**config.mk**
```make
export PLATFORM = sky130hd
export DESIGN_NAME = operand_entry
export DESIGN_NICKNAME = d
export VERILOG_FILES = /design/src/rtl/operand_entry.sv
export SDC_FILE = /design/constraint.sdc
export NUM_CORES = 1
export LEC_CHECK = 0
export BUFFER_PORTS_ARGS = -buffer_cell sky130_fd_sc_hd__clkbuf_2
export CAP_MARGIN = 40
export CELL_PAD_IN_SITES_DETAIL_PLACEMENT = 2
export CELL_PAD_IN_SITES_GLOBAL_PLACEMENT = 2
export CORE_AREA = 2 2 130 132
export DETAILED_ROUTE_END_ITERATION = 7
export DIE_AREA = 0 0 132 134
export PLACE_DENSITY = 0.86
export SYNTH_ARGS = -nofsm -noshare
export SYNTH_HDL_FRONTEND = slang
export SYNTH_SLANG_ARGS = --single-unit
```
**constraint.sdc**
```tcl
create_clock -name clk -period 4.4 [get_ports clk]
set_clock_uncertainty 0.15 [all_clocks]
set_input_delay 0.88 -clock clk [delete_from_list [all_inputs] [get_ports clk]]
set_output_delay 0.88 -clock clk [all_outputs]
set_load 0.02 [all_outputs]
```
**src/rtl/operand_entry.sv**
```systemverilog
// -----------------------------------------------------------------------------
// operand_entry
//
// Front end for a push-button / DIP-switch ALU trainer.  Two raw keys (Enter,
// Run) are synchronised and debounced into single-cycle press events.  Enter
// writes hex nibbles into two 16-bit operand latches (AL, BL) or changes the
// entry mode.  Run hands the latched operands and an opcode to the ALU.
//
// Optional feature macro: OPERAND_SIGN_EXT_EN
//   defined   -> a_out / b_out are AL / BL sign-extended from bit 15
//   undefined -> a_out / b_out are AL / BL zero-extended to 32 bits
//
// Parameters
//   DB_CYCLES  consecutive stable cycles needed to accept a key level change
//   DB_W       debounce counter width (DB_CYCLES < 2**DB_W)
//
// Ports
//   clk          system clock, all state changes on the rising edge
//   rst_n        synchronous active-low reset
//   key_enter_n  raw Enter button, asynchronous, low = pressed
//   key_run_n    raw Run button, asynchronous, low = pressed
//   sw_sel       0 = operand A, 1 = operand B, 2/3 = show result
//   sw_digit     hex nibble to enter
//   sw_oper      opcode issued on Run
//   alu_result   ALU result, shown on the display in SHOW_RES
//   a_out        operand A to the ALU
//   b_out        operand B to the ALU
//   oper_out     opcode to the ALU
//   run_pulse    one-cycle strobe, high in the cycle after a_out/b_out/oper_out load
//   disp_data    value for the four hex digits (one cycle behind the source)
//   mode         FSM state: 0 = ENTRY_A, 1 = ENTRY_B, 2 = SHOW_RES
//   nib_idx      index of the next nibble to be written
// -----------------------------------------------------------------------------
module operand_entry #(
  parameter int DB_CYCLES = 50000,
  parameter int DB_W      = 16
) (
  input  logic        clk,
  input  logic        rst_n,
  input  logic        key_enter_n,
  input  logic        key_run_n,
  input  logic [1:0]  sw_sel,
  input  logic [3:0]  sw_digit,
  input  logic [2:0]  sw_oper,
  input  logic [15:0] alu_result,
  output logic [31:0] a_out,
  output logic [31:0] b_out,
  output logic [2:0]  oper_out,
  output logic        run_pulse,
  output logic [15:0] disp_data,
  output logic [1:0]  mode,
  output logic [1:0]  nib_idx
);

  typedef enum logic [1:0] {
    ENTRY_A  = 2'd0,
    ENTRY_B  = 2'd1,
    SHOW_RES = 2'd2
  } state_t;

  // Counter value on which the next differing cycle completes the debounce.
  localparam logic [DB_W-1:0] DB_LAST = DB_W'(DB_CYCLES - 1);
  localparam logic [DB_W-1:0] DB_ONE  = {{(DB_W-1){1'b0}}, 1'b1};
  localparam logic [DB_W-1:0] DB_ZERO = {DB_W{1'b0}};

  // Key index 0 = Enter, 1 = Run.
  localparam int KEY_ENTER = 0;
  localparam int KEY_RUN   = 1;

  // ---------------------------------------------------------------------------
  // Helpers
  // ---------------------------------------------------------------------------

  // Replace nibble idx of a 16-bit latch with a new digit.
  function automatic logic [15:0] set_nibble(input logic [15:0] val,
                                             input logic [1:0]  idx,
                                             input logic [3:0]  dig);
    logic [15:0] res;
    res = val;
    case (idx)
      2'd0:    res[3:0]   = dig;
      2'd1:    res[7:4]   = dig;
      2'd2:    res[11:8]  = dig;
      2'd3:    res[15:12] = dig;
      default: res        = val;
    endcase
    return res;
  endfunction

  // Widen a 16-bit operand latch to the 32-bit ALU operand.
  function automatic logic [31:0] ext_operand(input logic [15:0] val);
`ifdef OPERAND_SIGN_EXT_EN
    return {{16{val[15]}}, val};
`else
    return {16'h0000, val};
`endif
  endfunction

  // ---------------------------------------------------------------------------
  // Synchroniser + debouncer, one lane per key
  // ---------------------------------------------------------------------------
  logic [1:0]      raw_s;
  logic [1:0]      sync1_r;
  logic [1:0]      sync2_r;
  logic [1:0]      level_r;     // debounced level, 1 = released
  logic [1:0]      level_d_r;   // debounced level one cycle earlier
  logic [DB_W-1:0] cnt_r [2];
  logic [1:0]      press_s;
  logic            enter_evt_s;
  logic            run_evt_s;

  assign raw_s = {key_run_n, key_enter_n};

  // Two-flop synchronisers, debounce counters and debounced levels.
  always_ff @(posedge clk) begin
    if (!rst_n) begin
      sync1_r   <= 2'b11;
      sync2_r   <= 2'b11;
      level_r   <= 2'b11;
      level_d_r <= 2'b11;
      for (int i = 0; i < 2; i++) begin
        cnt_r[i] <= DB_ZERO;
      end
    end else begin
      sync1_r   <= raw_s;
      sync2_r   <= sync1_r;
      level_d_r <= level_r;
      for (int i = 0; i < 2; i++) begin
        // Any cycle where the synchronised level agrees with the debounced
        // level clears the count, so a glitch restarts the qualification.
        if (sync2_r[i] != level_r[i]) begin
          if (cnt_r[i] == DB_LAST) begin
            level_r[i] <= sync2_r[i];
            cnt_r[i]   <= DB_ZERO;
          end else begin
            cnt_r[i]   <= cnt_r[i] + DB_ONE;
          end
        end else begin
          cnt_r[i] <= DB_ZERO;
        end
      end
    end
  end

  // A press is the debounced 1->0 transition; it is high for the single cycle
  // after the debounced level falls and is consumed on the following edge.
  assign press_s     = level_d_r & ~level_r;
  assign enter_evt_s = press_s[KEY_ENTER];
  assign run_evt_s   = press_s[KEY_RUN];

  // ---------------------------------------------------------------------------
  // Entry FSM and operand latches
  // ---------------------------------------------------------------------------
  state_t      state_r;
  state_t      state_nxt_s;
  state_t      target_s;
  logic [1:0]  nib_r;
  logic [1:0]  nib_nxt_s;
  logic [15:0] al_r;
  logic [15:0] al_nxt_s;
  logic [15:0] bl_r;
  logic [15:0] bl_nxt_s;

  // Map the mode switches onto the state they select.
  always_comb begin
    target_s = SHOW_RES;
    case (sw_sel)
      2'd0:    target_s = ENTRY_A;
      2'd1:    target_s = ENTRY_B;
      default: target_s = SHOW_RES;
    endcase
  end

  // Next-state, nibble index and latch update on an Enter event.
  always_comb begin
    state_nxt_s = state_r;
    nib_nxt_s   = nib_r;
    al_nxt_s    = al_r;
    bl_nxt_s    = bl_r;
    if (enter_evt_s) begin
      if (target_s != state_r) begin
        // Mode change only: no latch is written.
        state_nxt_s = target_s;
        nib_nxt_s   = 2'd0;
      end else begin
        case (state_r)
          ENTRY_A: begin
            al_nxt_s  = set_nibble(al_r, nib_r, sw_digit);
            nib_nxt_s = nib_r + 2'd1;   // wraps 3 -> 0
          end
          ENTRY_B: begin
            bl_nxt_s  = set_nibble(bl_r, nib_r, sw_digit);
            nib_nxt_s = nib_r + 2'd1;
          end
          default: begin
            nib_nxt_s = nib_r;          // SHOW_RES: Enter is ignored
          end
        endcase
      end
    end else begin
      state_nxt_s = state_r;
    end
  end

  // FSM state, nibble index and operand latch registers.
  always_ff @(posedge clk) begin
    if (!rst_n) begin
      state_r <= ENTRY_A;
      nib_r   <= 2'd0;
      al_r    <= 16'h0000;
      bl_r    <= 16'h0000;
    end else begin
      state_r <= state_nxt_s;
      nib_r   <= nib_nxt_s;
      al_r    <= al_nxt_s;
      bl_r    <= bl_nxt_s;
    end
  end

  // ---------------------------------------------------------------------------
  // ALU hand-off and display
  // ---------------------------------------------------------------------------
  logic [31:0] a_out_r;
  logic [31:0] b_out_r;
  logic [2:0]  oper_out_r;
  logic        run_pulse_r;
  logic [15:0] disp_r;

  // Operand/opcode registers load on Run from the pre-edge latch values, so an
  // Enter write in the same cycle is not visible to this Run.
  always_ff @(posedge clk) begin
    if (!rst_n) begin
      a_out_r     <= 32'h0000_0000;
      b_out_r     <= 32'h0000_0000;
      oper_out_r  <= 3'd0;
      run_pulse_r <= 1'b0;
    end else begin
      run_pulse_r <= run_evt_s;
      if (run_evt_s) begin
        a_out_r    <= ext_operand(al_r);
        b_out_r    <= ext_operand(bl_r);
        oper_out_r <= sw_oper;
      end else begin
        a_out_r    <= a_out_r;
        b_out_r    <= b_out_r;
        oper_out_r <= oper_out_r;
      end
    end
  end

  // Display register: shows the latch being edited, or the ALU result.
  always_ff @(posedge clk) begin
    if (!rst_n) begin
      disp_r <= 16'h0000;
    end else begin
      case (state_r)
        ENTRY_A: disp_r <= al_r;
        ENTRY_B: disp_r <= bl_r;
        default: disp_r <= alu_result;
      endcase
    end
  end

  assign a_out     = a_out_r;
  assign b_out     = b_out_r;
  assign oper_out  = oper_out_r;
  assign run_pulse = run_pulse_r;
  assign disp_data = disp_r;
  assign mode      = state_r;
  assign nib_idx   = nib_r;

endmodule

```
==> flow_summary_export.csv, run 1 <==
group,metric,value,unit
status,status,"finished, final reports clean",
clocking,cts_max_level,4,
grt,grt_max_degree,54,
power_and_ir_drop,p_per_area,378,nW/um^2
timing,setup_tns,0,ns
grt,grt-ovfl-total,0,
critical_path,critPathLaunchType,"flop",
power_and_ir_drop,pwr-share-seq,0.465,
critical_path,reg2reg_setup_slack,1.79,ns
critical_path,cp-end-kind,"flop",
drt,vias,4471,
power_and_ir_drop,pwr-share-comb,0.038,
worst_hold_path,whs_endpoint,"sync2_r[1]",
timing,worst_pin_slew,0.879,ns
timing,min_period_over_period,0.593,
synth,synth_ff_type,"dfxtp_1",
grt,grt_usage,0.209,
clocking,cts_resized,0,
timing,rsz0062_at_grt,"no",
clocking,clkTransAtPathRegs,0.06,ns
worst_hold_path,hold_path_depth,1,
place,post_dp_cell_area,6490,um^2
drt,drt-initial-drc-count,159,
clocking,cts_hold_buffers,0,
synth,syn_area_per_cell,9.76,um^2
critical_path,regToRegStartpoint,"cnt_r[0][5]",
power_and_ir_drop,clockPowerShare,0.497,
power_and_ir_drop,ir_drop,0.286,mV
place,place.gp.congestion,0.758,
power_and_ir_drop,p_int,2030,uW
timing,hold_viol_final,0,
critical_path,cp-startpoint,"cnt_r[0][5]",
drt,ant_nets,0,
drt,drc,0,
clocking,cts_tree,"built",
clocking,cts_made_buffers,17,
floorplan,fp.dieH,134,um
clocking,post_cts_buffers,0,
floorplan,rows,47,
synth,async_flop_share,0,
grt,first_global_vias,4988,
clocking,insertion_delay,0.43,ns
finish,finalInstanceArea,7030,um^2
place,placed_cells,912,
synth,seq_area_frac_synth,0.488,
worst_hold_path,hold_class,"flop to flop",
synth,ys_types,38,
synth,synthCells,605,
finish,instances_no_fill,944,
finish,nets,746,
floorplan,start_util,0.363,
run,maxCapViolCount,0,
critical_path,timing.rr.end,"cnt_r[0][6]",
drt,via_per_inst,4.74,
floorplan,io_pins,117,
timing,setup_viol,0,
timing,fmaxAchievable,383,MHz
finish,area.growth.synth_to_final,19.0,%
synth,syn-cell-area,5910,um^2
clocking,cts_root_buf,"clkbuf_16",
timing,slew_headroom,0.414,
clocking,cts_sinks,128,
timing,timing_max_transition_violations_final,0,
floorplan,core_area,16300,um^2
timing,fin_crit,2.61,ns
finish,diodes,0,
place,dp_hpwl,11900,um
drt,routed_wl,17600,um
critical_path,arrival,2.61,ns
drt,wl_per_cell,18.6,um
worst_hold_path,holdCritStartpoint,"sync1_r[1]",
finish,layout-drive-gt1-share,0.178,
power_and_ir_drop,leakage,0.00273,uW
critical_path,cp.required,4.40,ns
grt,grt_first_pass_wirelength,28500,um
floorplan,die_w,132,um
clocking,cts_buffer_depth,2,
place,portBuffers,84,
grt,antenna_found_initial,0,
floorplan,dieArea,17700,um^2
power_and_ir_drop,p_sw,633,uW
synth,ys_ff_latch,128,
synth,synth_edf_count,32,
drt,drtPass1Iterations,4,
critical_path,r2r_cells,4,
synth,yosysWarnings,0,
power_and_ir_drop,p_sw_frac,0.238,
critical_path,cp_max_fo,15,
critical_path,path_class,"flop to flop",
[worst max-delay path, stage by stage (launching register included)]
cell      delay [ns]
edfxtp_1        0.50
or4b_2          0.72
nor4_4          0.30
or2_1           0.52
nor2_1          0.14
[through the flow]
step	setup slack (ns)	utilization	total power (uW)	hold slack, ns
finish	1.79	0.432	2660	0.262
global route	1.67	0.432	2750	0.283
CTS	1.76	0.432	2680	0.268
detailed placement	1.69	0.398	1360	0.255
global placement	1.83	0.397	1350	0.249
floorplan	2.21	-	1350	0.236
[routing by layer]
| layer | GRT usage | part of all wire | vias up |
|---|---|---|---|
| met5 | 0 | 0 | - |
| met4 | 0.0785 | 0.017 | 0 |
| met3 | 0.0450 | 0.032 | 20 |
| met2 | 0.361 | 0.51 | 78 |
| met1 | 0.257 | 0.44 | 2240 |
| li1 | - | - | 2133 |
[cells in the mapped netlist (3+ instances only)]
| cell type | number | area (um^2) |
|---|---|---|
| nand2b_1 | 7 | 43.8 |
| and2_1 | 16 | 100 |
| nand4_1 | 8 | 50.1 |
| nor4_4 | 4 | 85.1 |
| edfxtp_1 | 32 | 961 |
| o21ai_0 | 16 | 80.1 |
| buf_2 | 3 | 15.0 |
| ha_1 | 6 | 75.1 |
| nand3_1 | 11 | 55.1 |
| dfxtp_1 | 96 | 1920 |
| xnor2_1 | 25 | 219 |
| nor4_1 | 6 | 37.5 |
| mux2i_1 | 52 | 521 |
| nand4b_1 | 5 | 43.8 |
| nor2b_1 | 37 | 231 |
| clkbuf_1 | 25 | 93.8 |
| xor2_1 | 6 | 52.6 |
| nand2_1 | 97 | 364 |
| nor3_1 | 10 | 50.1 |
| nor2_1 | 42 | 158 |
| buf_4 | 33 | 248 |
| a21boi_0 | 35 | 263 |
| inv_1 | 14 | 52.6 |
[layout make-up]
class,count,area (um^2)
fill,1790,9260
sequential,128,2880
multi-input combinational,461,2810
clock buffer,21,482
timing repair buffer,89,465
tap,220,275
clock inverter,11,60.1
inverter,14,52.6
[worst max path at each step]
stage | end | slack, ns
2_1_floorplan | cnt_r[1][8] | 2.21
3_3_place_gp | cnt_r[0][10] | 1.83
3_5_place_dp | cnt_r[0][6] | 1.69
4_1_cts | cnt_r[0][6] | 1.76
5_1_grt | cnt_r[0][10] | 1.67
6_report | cnt_r[0][6] | 1.79
[cells by family (layout without fill, tap and decap cells)]
| group | count (synthesis) | after routing | share of synthesized area |
|---|---|---|---|
| fa+ha+maj | 6 | 6 | 0.0127 |
| buf+inv | 78 | 135 | 0.0756 |
| xor+xnor | 31 | 31 | 0.0460 |
| compound gates | 54 | 54 | 0.0614 |
| other cells | 2 | 64 | 0.00127 |
| simple gates | 254 | 254 | 0.227 |
| mux | 52 | 52 | 0.0881 |
| flops | 128 | 128 | 0.488 |
[power groups by stage]
stage          logic (uW)  registers [uW]  clock network (uW)
4_1_cts              99.2            1240                1350
3_3_place_gp         94.0            1260                   0
6_report              100            1240                1320
3_5_place_dp         97.7            1260                   0
5_1_grt               110            1240                1400
2_1_floorplan        94.8            1260                   0
[flip-flops by register name, indices dropped and copies added, names as in the netlist]
register and count:
nib_idx 2, cnt_r 32, mode 2, a_out 16
sync2_r 2, bl_r 16, disp_data 16, b_out 16
al_r 16, sync1_r 2, level_r 2, level_d_r 2
oper_out 3, run_pulse 1
[layout by cell type, fill, tap and decap left out, types with 7 or more instances in the layout]
master and instances:
a21boi_0 35, and2_1 16, clkbuf_16 18, clkbuf_2 84, clkinv_2 8, conb_1 64, dfxtp_1 96, edfxtp_1 32
inv_1 14, mux2i_1 52, nand2_1 97, nand2b_1 7, nand3_1 11, nand4_1 8, nor2_1 41, nor2b_1 37
nor3_1 10, o21ai_0 16, xnor2_1 25
No activity file was read; power rests on OpenSTA's default activity.
==> run 2: changes to the inputs <==
==> config.mk (replaced) <==
export PLATFORM = sky130hd
export DESIGN_NAME = operand_entry
export DESIGN_NICKNAME = d
export VERILOG_FILES = /design/src/rtl/operand_entry.sv
export SDC_FILE = /design/constraint.sdc
export NUM_CORES = 1
export LEC_CHECK = 0
export ABC_AREA = 1
export BUFFER_PORTS_ARGS = -buffer_cell sky130_fd_sc_hd__clkbuf_2
export CAP_MARGIN = 40
export CELL_PAD_IN_SITES_DETAIL_PLACEMENT = 2
export CELL_PAD_IN_SITES_GLOBAL_PLACEMENT = 2
export CORE_AREA = 2 2 142 144
export DETAILED_ROUTE_END_ITERATION = 7
export DIE_AREA = 0 0 144 146
export PLACE_DENSITY = 0.79
export SYNTH_ARGS = -nofsm -noshare
export SYNTH_HDL_FRONTEND = slang
export SYNTH_SLANG_ARGS = --single-unit
==> constraint.sdc (replaced) <==
create_clock -name clk -period 2.45 [get_ports clk]
set_clock_uncertainty 0.15 [all_clocks]
set_input_delay 0.49 -clock clk [delete_from_list [all_inputs] [get_ports clk]]
set_output_delay 0.49 -clock clk [all_outputs]
set_load 0.02 [all_outputs]
==> flow_summary_export.csv, run 2 <==
group,metric,value,unit
grt,grt_max_degree,91,
timing,timing_max_transition_violations_final,0,
power_and_ir_drop,pwr-share-seq,0.442,
timing,setup_viol,0,
finish,largest-register,"cnt_r",
finish,finalInstanceArea,7200,um^2
clocking,cts_sinks,128,
critical_path,cp_slowest_stage_delay,0.37,ns
clocking,clkTransAtPathRegs,0.06,ns
place,post_dp_cell_area,6580,um^2
finish,nets,914,
drt,routed_wl,17200,um
run,maxCapViolCount,0,
critical_path,arrival,1.96,ns
finish,most-common-layout-cells,"nand2_1, nor2_1, dfxtp_1",
finish,layout-drive-gt1-share,0.167,
synth,synth_top_area_share,0.325,
finish,fillers,2305,
power_and_ir_drop,p_sw_frac,0.225,
clocking,cts_buffer_depth,2,
power_and_ir_drop,p_per_area,697,nW/um^2
timing,hold_viol_final,0,
clocking,cts_tree,"built",
clocking,cts_max_level,4,
clocking,cts_hold_buffers,0,
synth,async_flop_share,0,
drt,wl_per_cell,14.9,um
synth,synthMostInstantiatedCell,"nand2_1",
grt,grt_usage,0.174,
grt,antenna_found_initial,0,
drt,drt-initial-drc-count,197,
clocking,insertion_delay,0.42,ns
grt,grt-ovfl-total,0,
grt,first_global_vias,5489,
power_and_ir_drop,leakage,0.00331,uW
power_and_ir_drop,pwr-share-comb,0.038,
synth,seq_area_frac_synth,0.488,
power_and_ir_drop,clockPowerShare,0.520,
floorplan,rows,51,
floorplan,die_w,144,um
critical_path,cp-end-kind,"flop",
synth,synthCells,766,
place,dp_hpwl,12300,um
floorplan,dieArea,21000,um^2
finish,layout.cells.most_common,"nand2_1",
synth,synth_common_cells,"nand2_1, nor2_1, dfxtp_1",
synth,syn_area_per_cell,7.72,um^2
power_and_ir_drop,p_int,3890,uW
synth,ys_ff_latch,128,
worst_hold_path,hold_class,"input pin to flop",
place,portBuffers,84,
clocking,cts_resized,0,
timing,min_period_over_period,0.796,
floorplan,core_area,19300,um^2
clocking,post_cts_buffers,0,
synth,synth_top_area_cell,"dfxtp_1",
place,place.gp.congestion,0.731,
timing,rsz0062_at_grt,"no",
critical_path,critPathLaunchType,"flop",
synth,synth_ff_type,"dfxtp_1",
critical_path,cp_max_fo,16,
finish,diodes,0,
power_and_ir_drop,ir_drop,0.505,mV
critical_path,crit_path_cell_trace,"ha_1, nand2_1, nor2_2, inv_2, nor2_2, nand3_1, nand2_2, nor2_1",
floorplan,io_pins,117,
grt,grt_first_pass_wirelength,28500,um
drt,vias,5132,
critical_path,path_class,"flop to flop",
clocking,cts_root_buf,"clkbuf_16",
timing,fin_crit,1.95,ns
synth,ys_types,27,
drt,drc,0,
floorplan,start_util,0.306,
critical_path,cpMaxStageDelayCell,"edfxtp_1",
status,status,"finished, final reports clean",
floorplan,fp.dieH,146,um
clocking,cts_made_buffers,17,
drt,drtPass1Iterations,4,
power_and_ir_drop,p_sw,1130,uW
synth,yosysWarnings,0,
synth,synth_edf_count,32,
drt,via_per_inst,4.44,
synth,synth_area_leaders,"dfxtp_1, edfxtp_1, nand2_1",
timing,fmaxAchievable,513,MHz
critical_path,cp_common_cell,"nor2_2",
finish,area.growth.synth_to_final,21.8,%
critical_path,cp.required,2.46,ns
drt,ant_nets,0,
finish,largest_register_ff_count,32,
timing,setup_tns,0,ns
synth,syn-cell-area,5910,um^2
power_and_ir_drop,power,5020,uW
## run 2: kinds of logic (layout without fill, tap and decap cells)
family	count (synthesis)	count (layout)	synth area share
DFF	128	128	0.488
xor gates and xnor gates	16	16	0.0237
and+or+nand+nor	348	348	0.254
buffers and inverters	144	208	0.117
AOI/OAI and AO/OA	122	122	0.103
adders and majority gates	6	6	0.0127
other	2	64	0.00127
## run 2: cell type report
cell class                      count  area, um^2  share of cell area
Tap cell                          265         332              0.0461
Multi-Input combinational cell    556        2570               0.357
Clock inverter                      7        66.3             0.00921
Sequential cell                   128        2880               0.401
Clock buffer                       25         548              0.0761
Timing Repair Buffer               87         468              0.0650
Inverter                           89         334              0.0464
## run 2: power groups by stage
stage,Sequential [uW],Combinational (uW),Clock [uW]
floorplan,2250,172,0
global placement,2260,188,0
detailed placement,2260,190,0
CTS,2220,192,2680
global route,2220,215,2760
finish,2220,193,2610
## run 2: worst paths after layout
kind | startpoint | endpoint | slack (ns) | depth (start not counted)
worst max-delay path | cnt_r[1][0] | cnt_r[1][6] | 0.50 | 8
worst min-delay path | key_run_n | sync1_r[1] | 0.11 | 2
worst max register to register | cnt_r[1][0] | cnt_r[1][6] | 0.50 | 8
worst min register to register | sync1_r[0] | sync2_r[0] | 0.28 | 1
## run 2: metrics by stage
| stage | worst slack, ns | hold WS (ns) | cells | util |
|---|---|---|---|---|
| floorplan | 0.732 | 0.243 | 828 | - |
| global placement | 0.581 | 0.251 | 1125 | 0.340 |
| detailed placement | 0.482 | 0.262 | 1125 | 0.340 |
| CTS | 0.466 | 0.0940 | 1157 | 0.372 |
| global route | 0.319 | 0.100 | 1157 | 0.372 |
| finish | 0.501 | 0.112 | 1157 | 0.372 |
## run 2: per-layer routing
layer,global-route usage,vias to the layer above,part of all wire,wire length (um)
met5,0,-,0,0
met3,0.0355,22,0.025,423
met2,0.299,64,0.50,8670
met4,0.0544,0,0.014,246
li1,-,2551,-,-
met1,0.216,2495,0.46,7890
## run 2: critical path, delay by kind of cell (launching register included)
kind	cells	cell delay, ns
buf+inv	1	0.06
fa+ha+maj	1	0.19
simple gates	6	0.92
flops	1	0.37
==> run 3: changes to the inputs <==
==> constraint.sdc (replaced) <==
create_clock -name clk -period 1.8 [get_ports clk]
set_clock_uncertainty 0.15 [all_clocks]
set_input_delay 0.36 -clock clk [delete_from_list [all_inputs] [get_ports clk]]
set_output_delay 0.36 -clock clk [all_outputs]
set_load 0.02 [all_outputs]
==> flow_summary_export.csv, run 3 (synthesis results as in run 2) <==
group,metric,value,unit
status,status,"complete, but fails checks",
status,violations,"negative setup slack",
power_and_ir_drop,clockPowerShare,0.494,
power_and_ir_drop,p_int,5030,uW
clocking,cts_tree,"built",
clocking,insertion_delay,0.42,ns
power_and_ir_drop,pwr-share-seq,0.458,
timing,setup_viol,16,
timing,worst_pin_slew,0.736,ns
clocking,cts_max_level,4,
critical_path,r2r_cells,9,
drt,drtPass1Iterations,5,
clocking,clkTransAtPathRegs,0.06,ns
drt,via_per_inst,4.43,
critical_path,crit_buf_inv,2,
critical_path,cpMaxStageDelayCell,"edfxtp_1",
floorplan,start_util,0.306,
grt,grt_first_pass_wirelength,28200,um
run,maxCapViolCount,0,
critical_path,arrival,1.85,ns
grt,grt-ovfl-total,0,
critical_path,reg2reg_setup_slack,-0.03,ns
drt,vias,5255,
place,portBuffers,84,
finish,fillers,2225,
timing,slew_headroom,0.507,
drt,drc,0,
critical_path,critPathLaunchType,"flop",
finish,nets,943,
drt,routed_wl,18500,um
floorplan,die_w,144,um
finish,area.growth.synth_to_final,27.9,%
critical_path,regToRegStartpoint,"cnt_r[1][1]",
floorplan,core_area,19300,um^2
timing,min_period_over_period,1.02,
finish,most-common-layout-cells,"nand2_1, nor2_1, dfxtp_1",
finish,layout-drive-gt1-share,0.216,
grt,grt_max_degree,91,
critical_path,cp_slowest_stage_delay,0.36,ns
power_and_ir_drop,p_sw_frac,0.236,
critical_path,cp_max_fo,8,
critical_path,crit_path_cell_trace,"ha_2, nand2_4, nor2_4, inv_2, nor2_4, nand3_4, nand2_4, clkbuf_16, a21oi_1",
worst_hold_path,whs_endpoint,"oper_out[1]",
clocking,cts_sinks,128,
place,place.gp.congestion,0.743,
clocking,cts_made_buffers,17,
timing,timing_max_transition_violations_final,0,
grt,grt_usage,0.173,
power_and_ir_drop,ir_drop,0.668,mV
worst_hold_path,hold_path_depth,3,
finish,finalCoreUtilization,0.391,
grt,antenna_found_initial,0,
place,placed_cells,1142,
clocking,cts_root_buf,"clkbuf_16",
worst_hold_path,holdCritStartpoint,"sw_oper[1]",
power_and_ir_drop,p_per_area,871,nW/um^2
worst_hold_path,hold_class,"input pin to flop",
finish,diodes,0,
finish,largest_register_ff_count,32,
finish,instances_no_fill,1186,
power_and_ir_drop,pwr-share-comb,0.048,
power_and_ir_drop,p_sw,1550,uW
finish,largest-register,"cnt_r",
grt,first_global_vias,5429,
clocking,cts_buffer_depth,2,
timing,hold_viol_final,0,
timing,fin_crit,1.83,ns
timing,fmaxAchievable,546,MHz
critical_path,path_class,"flop to flop",
place,dp_hpwl,12600,um
drt,drt-initial-drc-count,192,
drt,wl_per_cell,15.6,um
timing,rsz0062_at_grt,"yes",
power_and_ir_drop,leakage,0.00346,uW
floorplan,fp.dieH,146,um
floorplan,rows,51,
critical_path,crit_family,"simple AND/OR/NAND/NOR gates",
timing,setup_slack,-0.0325,ns
floorplan,io_pins,117,
critical_path,cp.required,1.82,ns
critical_path,cp-end-kind,"flop",
critical_path,cp-startpoint,"cnt_r[1][1]",
critical_path,timing.rr.end,"cnt_r[1][15]",
finish,layout.cells.most_common,"nand2_1",
floorplan,dieArea,21000,um^2
drt,ant_nets,0,
## run 3: worst max-delay path by stage
stage | end | slack (ns) | cells after the start
after detailed placement | cnt_r[1][15] | 0.02 | 9
final | cnt_r[1][15] | -0.03 | 9
after global placement | cnt_r[1][15] | 0.11 | 9
after CTS | cnt_r[1][0] | 0.01 | 9
after global routing | cnt_r[1][0] | -0.1 | 9
after floorplan | cnt_r[0][11] | 0.08 | 9
## run 3: per-layer routing
layer	up-vias	share of wire	track usage
met5	-	0	0
met4	0	0.012	0.0451
met3	15	0.024	0.0424
met2	69	0.51	0.298
met1	2557	0.45	0.216
li1	2614	-	-
## run 3: metrics by stage
| step | setup TNS (ns) | instance area [um^2] | setup WS [ns] | hold slack [ns] | power, uW |
|---|---|---|---|---|---|
| after global routing | -1.71 | 7560 | -0.0976 | 0.0432 | 6820 |
| after floorplan | 0 | 6140 | 0.0818 | 0.243 | 3300 |
| after detailed placement | 0 | 6720 | 0.0150 | 0.251 | 3360 |
| after CTS | 0 | 7300 | 0.0117 | 0.0344 | 6620 |
| after global placement | 0 | 6720 | 0.111 | 0.248 | 3350 |
| final | -0.251 | 7560 | -0.0325 | 0.0456 | 6590 |
## run 3: power by group through the flow
stage	combinational, uW	clock, uW	sequential (uW)
after floorplan	233	0	3070
after global placement	279	0	3070
after detailed placement	282	0	3070
after CTS	291	3320	3010
after global routing	352	3450	3020
final	319	3250	3020
## run 3: final cells by class
cell class / instances / area, um^2 / share of cell area
well taps: 265 / 332 / 0.0439
clock inverters: 10 / 86.3 / 0.0114
clock buffers: 22 / 464 / 0.0614
flip-flops and latches: 128 / 2880 / 0.381
repair buffers: 115 / 713 / 0.0943
inverters: 89 / 334 / 0.0442
multi-input cells: 557 / 2750 / 0.363
## run 3: what timing repair did
action,4_1_cts,5_1_grt
endpoints found under the hold margin,2,0
pin swaps,0,13
setup endpoints to repair,16,38
buffers inserted,0,8
gates cloned,0,2
resized for setup,2,38
hold buffers,2,0
## run 3: worst reg2reg max path, stage by stage (launching register included)
cell	delay [ns]
edfxtp_1	0.36
ha_2	0.23
nand2_4	0.07
nor2_4	0.13
inv_2	0.06
nor2_4	0.14
nand3_4	0.10
nand2_4	0.13
clkbuf_16	0.17
a21oi_1	0.04
